[src/rtl/id_regfile_scoreboard.sv]
// ID-stage register file with a per-register pending-write scoreboard.
// WB feeds the single write port. Decode reads rs/rt combinationally and stalls on
// outstanding writers.
// Optional macro WB_BYPASS_EN forwards the WB result to the read ports in the same cycle
// and hides busy for a lone writer that is retiring now.
module id_regfile_scoreboard #(
    parameter int unsigned DW    = 32,
    parameter int unsigned AW    = 5,
    parameter int unsigned CNT_W = 2
) (
    input  logic          clk,
    input  logic          reset,
    input  logic          wb_we,
    input  logic [AW-1:0] wb_addr,
    input  logic [DW-1:0] wb_data,
    input  logic [AW-1:0] rs_addr,
    input  logic [AW-1:0] rt_addr,
    output logic [DW-1:0] rs_data,
    output logic [DW-1:0] rt_data,
    input  logic          issue_we,
    input  logic [AW-1:0] issue_addr,
    output logic          rs_busy,
    output logic          rt_busy,
    output logic          stall,
    output logic          sb_full,
    output logic          sb_err
);

    localparam int unsigned Depth = 2 ** AW;
    localparam logic [CNT_W-1:0] CntMax = '1;

    logic [DW-1:0]    gpr_q [Depth];
    logic [CNT_W-1:0] cnt_q [Depth];
    logic [CNT_W-1:0] cnt_d [Depth];
    logic             sb_err_q, sb_err_d;
    logic             wb_valid;
    logic [CNT_W-1:0] rs_cnt, rt_cnt;

    // Writes to r0 are discarded everywhere.
    assign wb_valid = wb_we && (wb_addr != '0);

    // GPR array: one WB write port, r0 stays at zero.
    always_ff @(posedge clk or negedge reset) begin
        if (!reset) begin
            for (int i = 0; i < Depth; i++) begin
                gpr_q[i] <= '0;
            end
        end else if (wb_valid) begin
            gpr_q[wb_addr] <= wb_data;
        end
    end

    // Full-scoreboard detection for the register being issued.
    always_comb begin
        sb_full = (issue_addr != '0) && (cnt_q[issue_addr] == CntMax);
    end

    // Per-register pending count: same-edge issue and retire to one register cancel out.
    always_comb begin
        for (int r = 0; r < Depth; r++) begin
            cnt_d[r] = cnt_q[r];
        end
        for (int r = 1; r < Depth; r++) begin
            logic inc, dec;
            inc = issue_we && (issue_addr == AW'(r)) && !sb_full;
            dec = wb_we && (wb_addr == AW'(r)) && (cnt_q[r] != '0);
            if (inc && !dec) begin
                cnt_d[r] = cnt_q[r] + CNT_W'(1);
            end else if (dec && !inc) begin
                cnt_d[r] = cnt_q[r] - CNT_W'(1);
            end
        end
        cnt_d[0] = '0;
    end

    // Sticky flag for a WB write nobody was waiting for.
    always_comb begin
        sb_err_d = sb_err_q || (wb_valid && (cnt_q[wb_addr] == '0));
    end

    // Scoreboard and error state registers.
    always_ff @(posedge clk or negedge reset) begin
        if (!reset) begin
            for (int i = 0; i < Depth; i++) begin
                cnt_q[i] <= '0;
            end
            sb_err_q <= 1'b0;
        end else begin
            for (int i = 0; i < Depth; i++) begin
                cnt_q[i] <= cnt_d[i];
            end
            sb_err_q <= sb_err_d;
        end
    end

    assign rs_cnt = cnt_q[rs_addr];
    assign rt_cnt = cnt_q[rt_addr];

    // Read ports and busy flags.
    always_comb begin
        rs_data = (rs_addr == '0) ? '0 : gpr_q[rs_addr];
        rt_data = (rt_addr == '0) ? '0 : gpr_q[rt_addr];
        rs_busy = (rs_cnt != '0);
        rt_busy = (rt_cnt != '0);
`ifdef WB_BYPASS_EN
        if (wb_valid && (rs_addr == wb_addr)) begin
            rs_data = wb_data;
            // A single outstanding writer retiring this cycle no longer blocks decode.
            if (rs_cnt == CNT_W'(1)) begin
                rs_busy = 1'b0;
            end
        end
        if (wb_valid && (rt_addr == wb_addr)) begin
            rt_data = wb_data;
            if (rt_cnt == CNT_W'(1)) begin
                rt_busy = 1'b0;
            end
        end
`endif
        stall = rs_busy || rt_busy || sb_full;
    end

    assign sb_err = sb_err_q;

endmodule

[config.mk]
export PLATFORM = sky130hd
export DESIGN_NAME = id_regfile_scoreboard
export DESIGN_NICKNAME = d
export VERILOG_FILES = /design/src/rtl/id_regfile_scoreboard.sv
export SDC_FILE = /design/constraint.sdc
export NUM_CORES = 2
export LEC_CHECK = 0
export BUFFER_PORTS_ARGS = -buffer_cell sky130_fd_sc_hd__buf_2
export CAP_MARGIN = 20
export CORE_MARGIN = 5
export CORE_UTILIZATION = 40
export DETAILED_ROUTE_END_ITERATION = 8
export PLACE_DENSITY_LB_ADDON = 0.2
export RECOVER_POWER = 100
export SYNTH_ARGS = -nofsm -noshare
export SYNTH_HDL_FRONTEND = slang
export SYNTH_SLANG_ARGS = --single-unit
[constraint.sdc]
create_clock -name clk -period 4.1 [get_ports clk]
set_clock_uncertainty 0.15 [all_clocks]
set_input_delay 0.82 -clock clk [delete_from_list [all_inputs] [get_ports clk]]
set_output_delay 0.82 -clock clk [all_outputs]
set_load 0.05 [all_outputs]
; Yosys cells after proc, flatten, opt, wreduce, memory -nomap -nowiden
; Index checks and enable logic that the tools add are counted.
[classes]
addsub = 62
n_lt_le_gt_ge = 5
eq_ne = 63
n_mux = 85
n_bitwise = 4
reduce_logical = 325
[op_table]
columns = cell, count
row1 = $bwmux 1024, 1
row2 = $bmux 32 s5, 2
row3 = $mux 32, 7
row4 = $logic_and 1x1->1, 190
row5 = $demux 32 s5, 1
row6 = $eq 5x5->1 const B, 32
row7 = $mux 2, 70
row8 = $reduce_bool 2->1, 64
row9 = $eq 5x4->1 const B, 16
row10 = $logic_not 1->1, 63
row11 = $add 2x1->2 const B, 31
row12 = $sub 2x1->2 const B, 31
row13 = $bmux 2 s5, 4
row14 = $eq 5x3->1 const B, 8
row15 = $ge 6x6->1 const B, 4
row16 = $not 5->6, 4
row17 = $eq 5x2->1 const B, 4
row18 = $eq 5x1->1 const B, 2
row19 = $logic_not 5->1, 2
row20 = $reduce_bool 5->1, 2
row21 = $lt 6x1->1 const B, 1
row22 = $logic_or 1x1->1, 3
row23 = $eq 2x2->1 const B, 1
row24 = $logic_not 2->1, 1
[totals]
regBits = 1087
input_bits = 56
output_inout_bits = 69
wordCells = 608

; Longest topological paths before layout
[depth]
depth_word = 12
ltp_mapped = 13
depth_no_buf = 10

; Worst setup path before layout
; Ideal clock, no wire load.
[synth_path]
path_type = input port to output port
from = in issue_addr[3]
to = out stall
t_arrival_ps = 3030
required_ps = 3130
path_slack_ps = 100
cell_stages = 8
path_buffers = 2
path_cell_list = buf_2 clkbuf_1 mux4_2 nand2_1 nand3_1 o221ai_2 nand3_1 or3_1
[synth_between]
elab_chain_cells = 7
word_cells_on_any_way = 8
cone_classes = eq/ne: 1 / mux: 3 / bitwise: 1 / reduce/logical: 3
[synth_lines]
columns = element, line
row1 = from (decl), 21  ; input logic [AW-1:0] issue_addr,
row2 = $not 5->6 (not written as such), 55  ; sb_full = (issue_addr != '0) && (cnt_q[issue_addr] == CntMax);
row3 = $bmux 2 s5, 55
row4 = $mux 2 (not written as such) (2 in series), 55
row5 = $eq 2x2->1, 55
row6 = $logic_and 1x1->1 *, 55
row7 = named net sb_full, 25  ; output logic sb_full,
row8 = $logic_or 1x1->1 *, 120  ; stall = rs_busy || rt_busy || sb_full;
row9 = to (decl), 24  ; output logic stall,
; The timed path passes the listed nets; every way through them passes the cells marked *. The select of a mux whose other input is x is not followed.

; Final worst setup path
[layout_path]
from = in rt_addr[0]
to = out rt_data[15]
[layout_between]
elab_chain_cells = 5
word_cells_on_any_way = 6
cone_classes = mux: 4 / bitwise: 1 / reduce/logical: 1
[layout_lines]
columns = element, line
row1 = from (decl), 17  ; input logic [AW-1:0] rt_addr,
row2 = $not 5->6 (not written as such), 102  ; rt_data = (rt_addr == '0) ? '0 : gpr_q[rt_addr];
row3 = $bmux 32 s5, 102
row4 = $mux 32 (not written as such) (2 in series), 102
row5 = $mux 32 *, 102
row6 = to (decl), 19  ; output logic [DW-1:0] rt_data,
; Every way passes the cells marked *; elsewhere a longest branch is shown, timed or not. The select of a mux whose other input is x is not followed.

==> reports/metrics.cfg <==
[run_status]
status = finished with violations
violations = capacitance limit, slew limit

[routing]
route.detailed.drc = 0
drt-met1-wl_um = 79400
topRoutingLayerUsed = met5
route.vias.total = 35300
detail_route.iter0.violations = 2912
routed-wl-met2_um = 87000
post_drt_wl_per_cell_um = 30.8
route.final.wire_length_um = 181000
drt_pre_antenna_iters = 6
antenna_violating_nets_remaining = 0
vias_per_cell = 6.02
met3_length_um = 9870

[worst_hold_path]
worstHoldEndpoint = gpr_q[997]
min_path_cells = 0
holdCritStartpoint = gpr_q[997]
min-delay-path-class = flop to flop

[yosys]
mappedNetlistNets = 3798
synthesis.instances = 3711
syn_area_per_cell_um2 = 15.9
share_of_synthesized_area_occupied_by_flip_flops_and_latches = 0.462
yosysWarningCount = 0
most_used_standard_cells_in_the_synthesized_netlist = 1,087 x dfrtp_1, 665 x mux4_2, 547 x mux2_1
synth_cell_type_count = 53
asyncSetResetFlopFracSynth = 1.00
synth_enable_flop_cells = 0
synth.cell_area_um2 = 58900
yosys.area.top_type = dfrtp_1
synthFlopType = dfrtp_1
synth_top_area_frac = 0.462
synthTopCellsByArea = dfrtp_1 46%, mux4_2 25%, mux2_1 10%, mux2_2 8.6%, clkbuf_1 1.4%
yosysMostFrequentCell = dfrtp_1
synth.ff_latch_count = 1087

[grt]
grt_pass1_vias = 37200
grt.overflow.total = 0
grt_first_pass_wirelength_um = 267000
grt_start_max_net_pins = 98
initial_antenna_violation_count = 12
gr-usage-all-layers = 0.233

[clocking]
clk_pin_slew_worst_paths_ns = 0.06
cts.sink_count = 1087
buffer_depth_of_the_longest_clock_path = 3
cts_htree_levels = 3
clk-insertion-delay-late_ns = 0.75
cts_tree = built
tritoncts.num_buffers = 121
cts_root_buf = clkbuf_16

[setup_path]
endpoint_kind = primary output
cp.required_ns = 3.13
worstPathArrival_ns = 3.10
timing.rr.end = cnt_q[1]
r2r.worst_path.cells = 11
critical_path_class = input port to primary output
worstReg2RegStart = cnt_q[55]
startpoint_type = input port
rrSetupSlack_ns = 1.03
timing.critical_path.fanout_max = 16

[timing]
timing.slew.headroom = -0.510
setup_tns_ns = 0
unrepaired_setup_endpoints_after_global_routing = yes
finalMaxSlewViolations = 510
worst_slew_pin_slew_ns = 2.27
min_tclk_post_route_ns = 4.07
clock.fmax_mhz = 246
post-route-period-util = 0.992
final_hold_viol_count = 0
final-setup-viol-count = 0

[placement]
numPortBuffers = 124
place_congestion = 0.830
placed_cells_incl_taps = 5609
hpwl_um = 111000

[pwr]
power.density_nw_per_um2 = 511
power_frac_comb = 0.238
peakVddDrop_mv = 0.338
power_leakage_nw = 29.4
clock_power_share = 0.334
total_power_mw = 34.5
sw_ratio = 0.293
p_int_mw = 24.4
share_seq_of_total_power = 0.428
power.switching_mw = 10.1

[finish]
layout.core_utilization = 0.462
layout_cells_sized_above_1 = 0.442
num-nets-final = 3921
final_cell_count_no_fill = 5858
layout-area-overhead-vs-synth_pct = 14.5
fillCellCount = 12800

[floorplan]
die-width_um = 394
floorplan.die.height_um = 394
placement_rows = 140
design.portCount = 125
floorplan.initialDensity = 0.403
design.die.area_um2 = 155000
floorplan.core_area_um2 = 146000

[flow_run]
drv.max_cap_violation_count = 20

==> cells by family (layout without fill, tap and decap cells) <==
group           after synthesis  count (layout)  synth area share
compound gates               69              69           0.00796
xor+xnor                     93              93            0.0138
fa+ha+maj                    31              31           0.00658
buf+inv                     416             641            0.0322
flops                      1087            1087             0.462
mux                        1731            1731             0.457
other cells                   0               5                 0
simple gates                284             284            0.0210
==> metrics by stage <==
stage                     worst slack, ns  area [um2]  hold slack [ns]
final                              0.0335       67500            0.243
after CTS                        0.000616       67800            0.237
after global placement             -0.256       63500            0.226
after global routing             -0.00540       67500            0.253
after floorplan                     0.100       58900            0.291
after detailed placement           -0.254       63500            0.234
==> flip-flops by register name, summed over array words and instances (netlist names) <==
register and count:
gpr_q 1024, cnt_q 62, sb_err 1
==> power groups by stage <==
stage / logic [mW] / clock network (mW) / registers [mW]
2_1_floorplan: 6.17 / 0 / 14.3
3_3_place_gp: 8.07 / 0 / 14.8
3_5_place_dp: 8.19 / 0 / 14.9
4_1_cts: 8.25 / 11.8 / 14.7
5_1_grt: 8.78 / 12.2 / 15.1
6_report: 8.20 / 11.5 / 14.8
==> per-layer routing <==
metal | vias up | global-route usage
met3 | 224 | 0.0387
met4 | 2 | 0.0577
met2 | 920 | 0.381
li1 | 14600 | -
met5 | - | 0
met1 | 19500 | 0.327
==> area by class of cell <==
cell class	count	area (um2)	area share
antenna	5	12.5	0.000185
clock buffer	177	3650	0.0541
clock inverter	48	586	0.00868
inverter	3	16.3	0.000241
multi-input combinational	2208	30000	0.445
sequential	1087	27200	0.403
tap	1917	2400	0.0355
timing repair buffer	413	3570	0.0529
==> worst max-delay path, stage by stage <==
cell and delay, ns:
buf_16 0.20, buf_16 0.22, buf_12 0.15, mux4_2 0.50
mux4_2 0.49, mux2i_2 0.19, buf_4 0.16, nor2_1 0.04
buf_2 0.22
==> layout by cell type (no fill, tap or decap), types with 6 or more instances in the layout <==
cell type / instances
clkinv_2: 24
buf_2: 107
nand3b_1: 7
a211oi_1: 9
xor2_1: 62
nor2_1: 174
mux2_2: 449
bufinv_16: 11
or2_2: 8
nor3_1: 11
ha_1: 31
clkbuf_16: 125
nor2b_1: 7
mux2i_1: 57
clkbuf_1: 62
a21oi_1: 11
nand2_1: 21
clkinvlp_4: 7
buf_12: 68
o21ai_0: 22
nand3_1: 11
mux2i_4: 6
buf_4: 128
nand2_4: 10
clkbuf_8: 35
mux2i_2: 6
dfrtp_1: 1087
mux2_1: 547
clkbuf_2: 46
buf_6: 8
xnor2_1: 31
mux4_2: 665
==> repair_timing <==
action | CTS | global route
gates cloned | 0 | 1
hold buffers | 1 | 0
hold endpoints to repair | 50 | 0
pin swaps | 0 | 2
buffers inserted | 0 | 17
gates resized for setup | 17 | 18
endpoints found under the setup margin | 16 | 11
==> how the worst max path moves through the flow <==
stage                        from  slack, ns  cells past startpoint     endpoint
floorplan           issue_addr[3]       0.10                      8        stall
global placement       rt_addr[0]      -0.26                      7  rt_data[22]
detailed placement     rt_addr[0]      -0.25                      7  rt_data[22]
CTS                    rs_addr[0]     0.0006                      8   rs_data[5]
global route           rt_addr[0]     -0.005                      9  rt_data[15]
finish                 rt_addr[0]       0.03                      9  rt_data[15]
No activity file was read; power rests on OpenSTA's default activity.
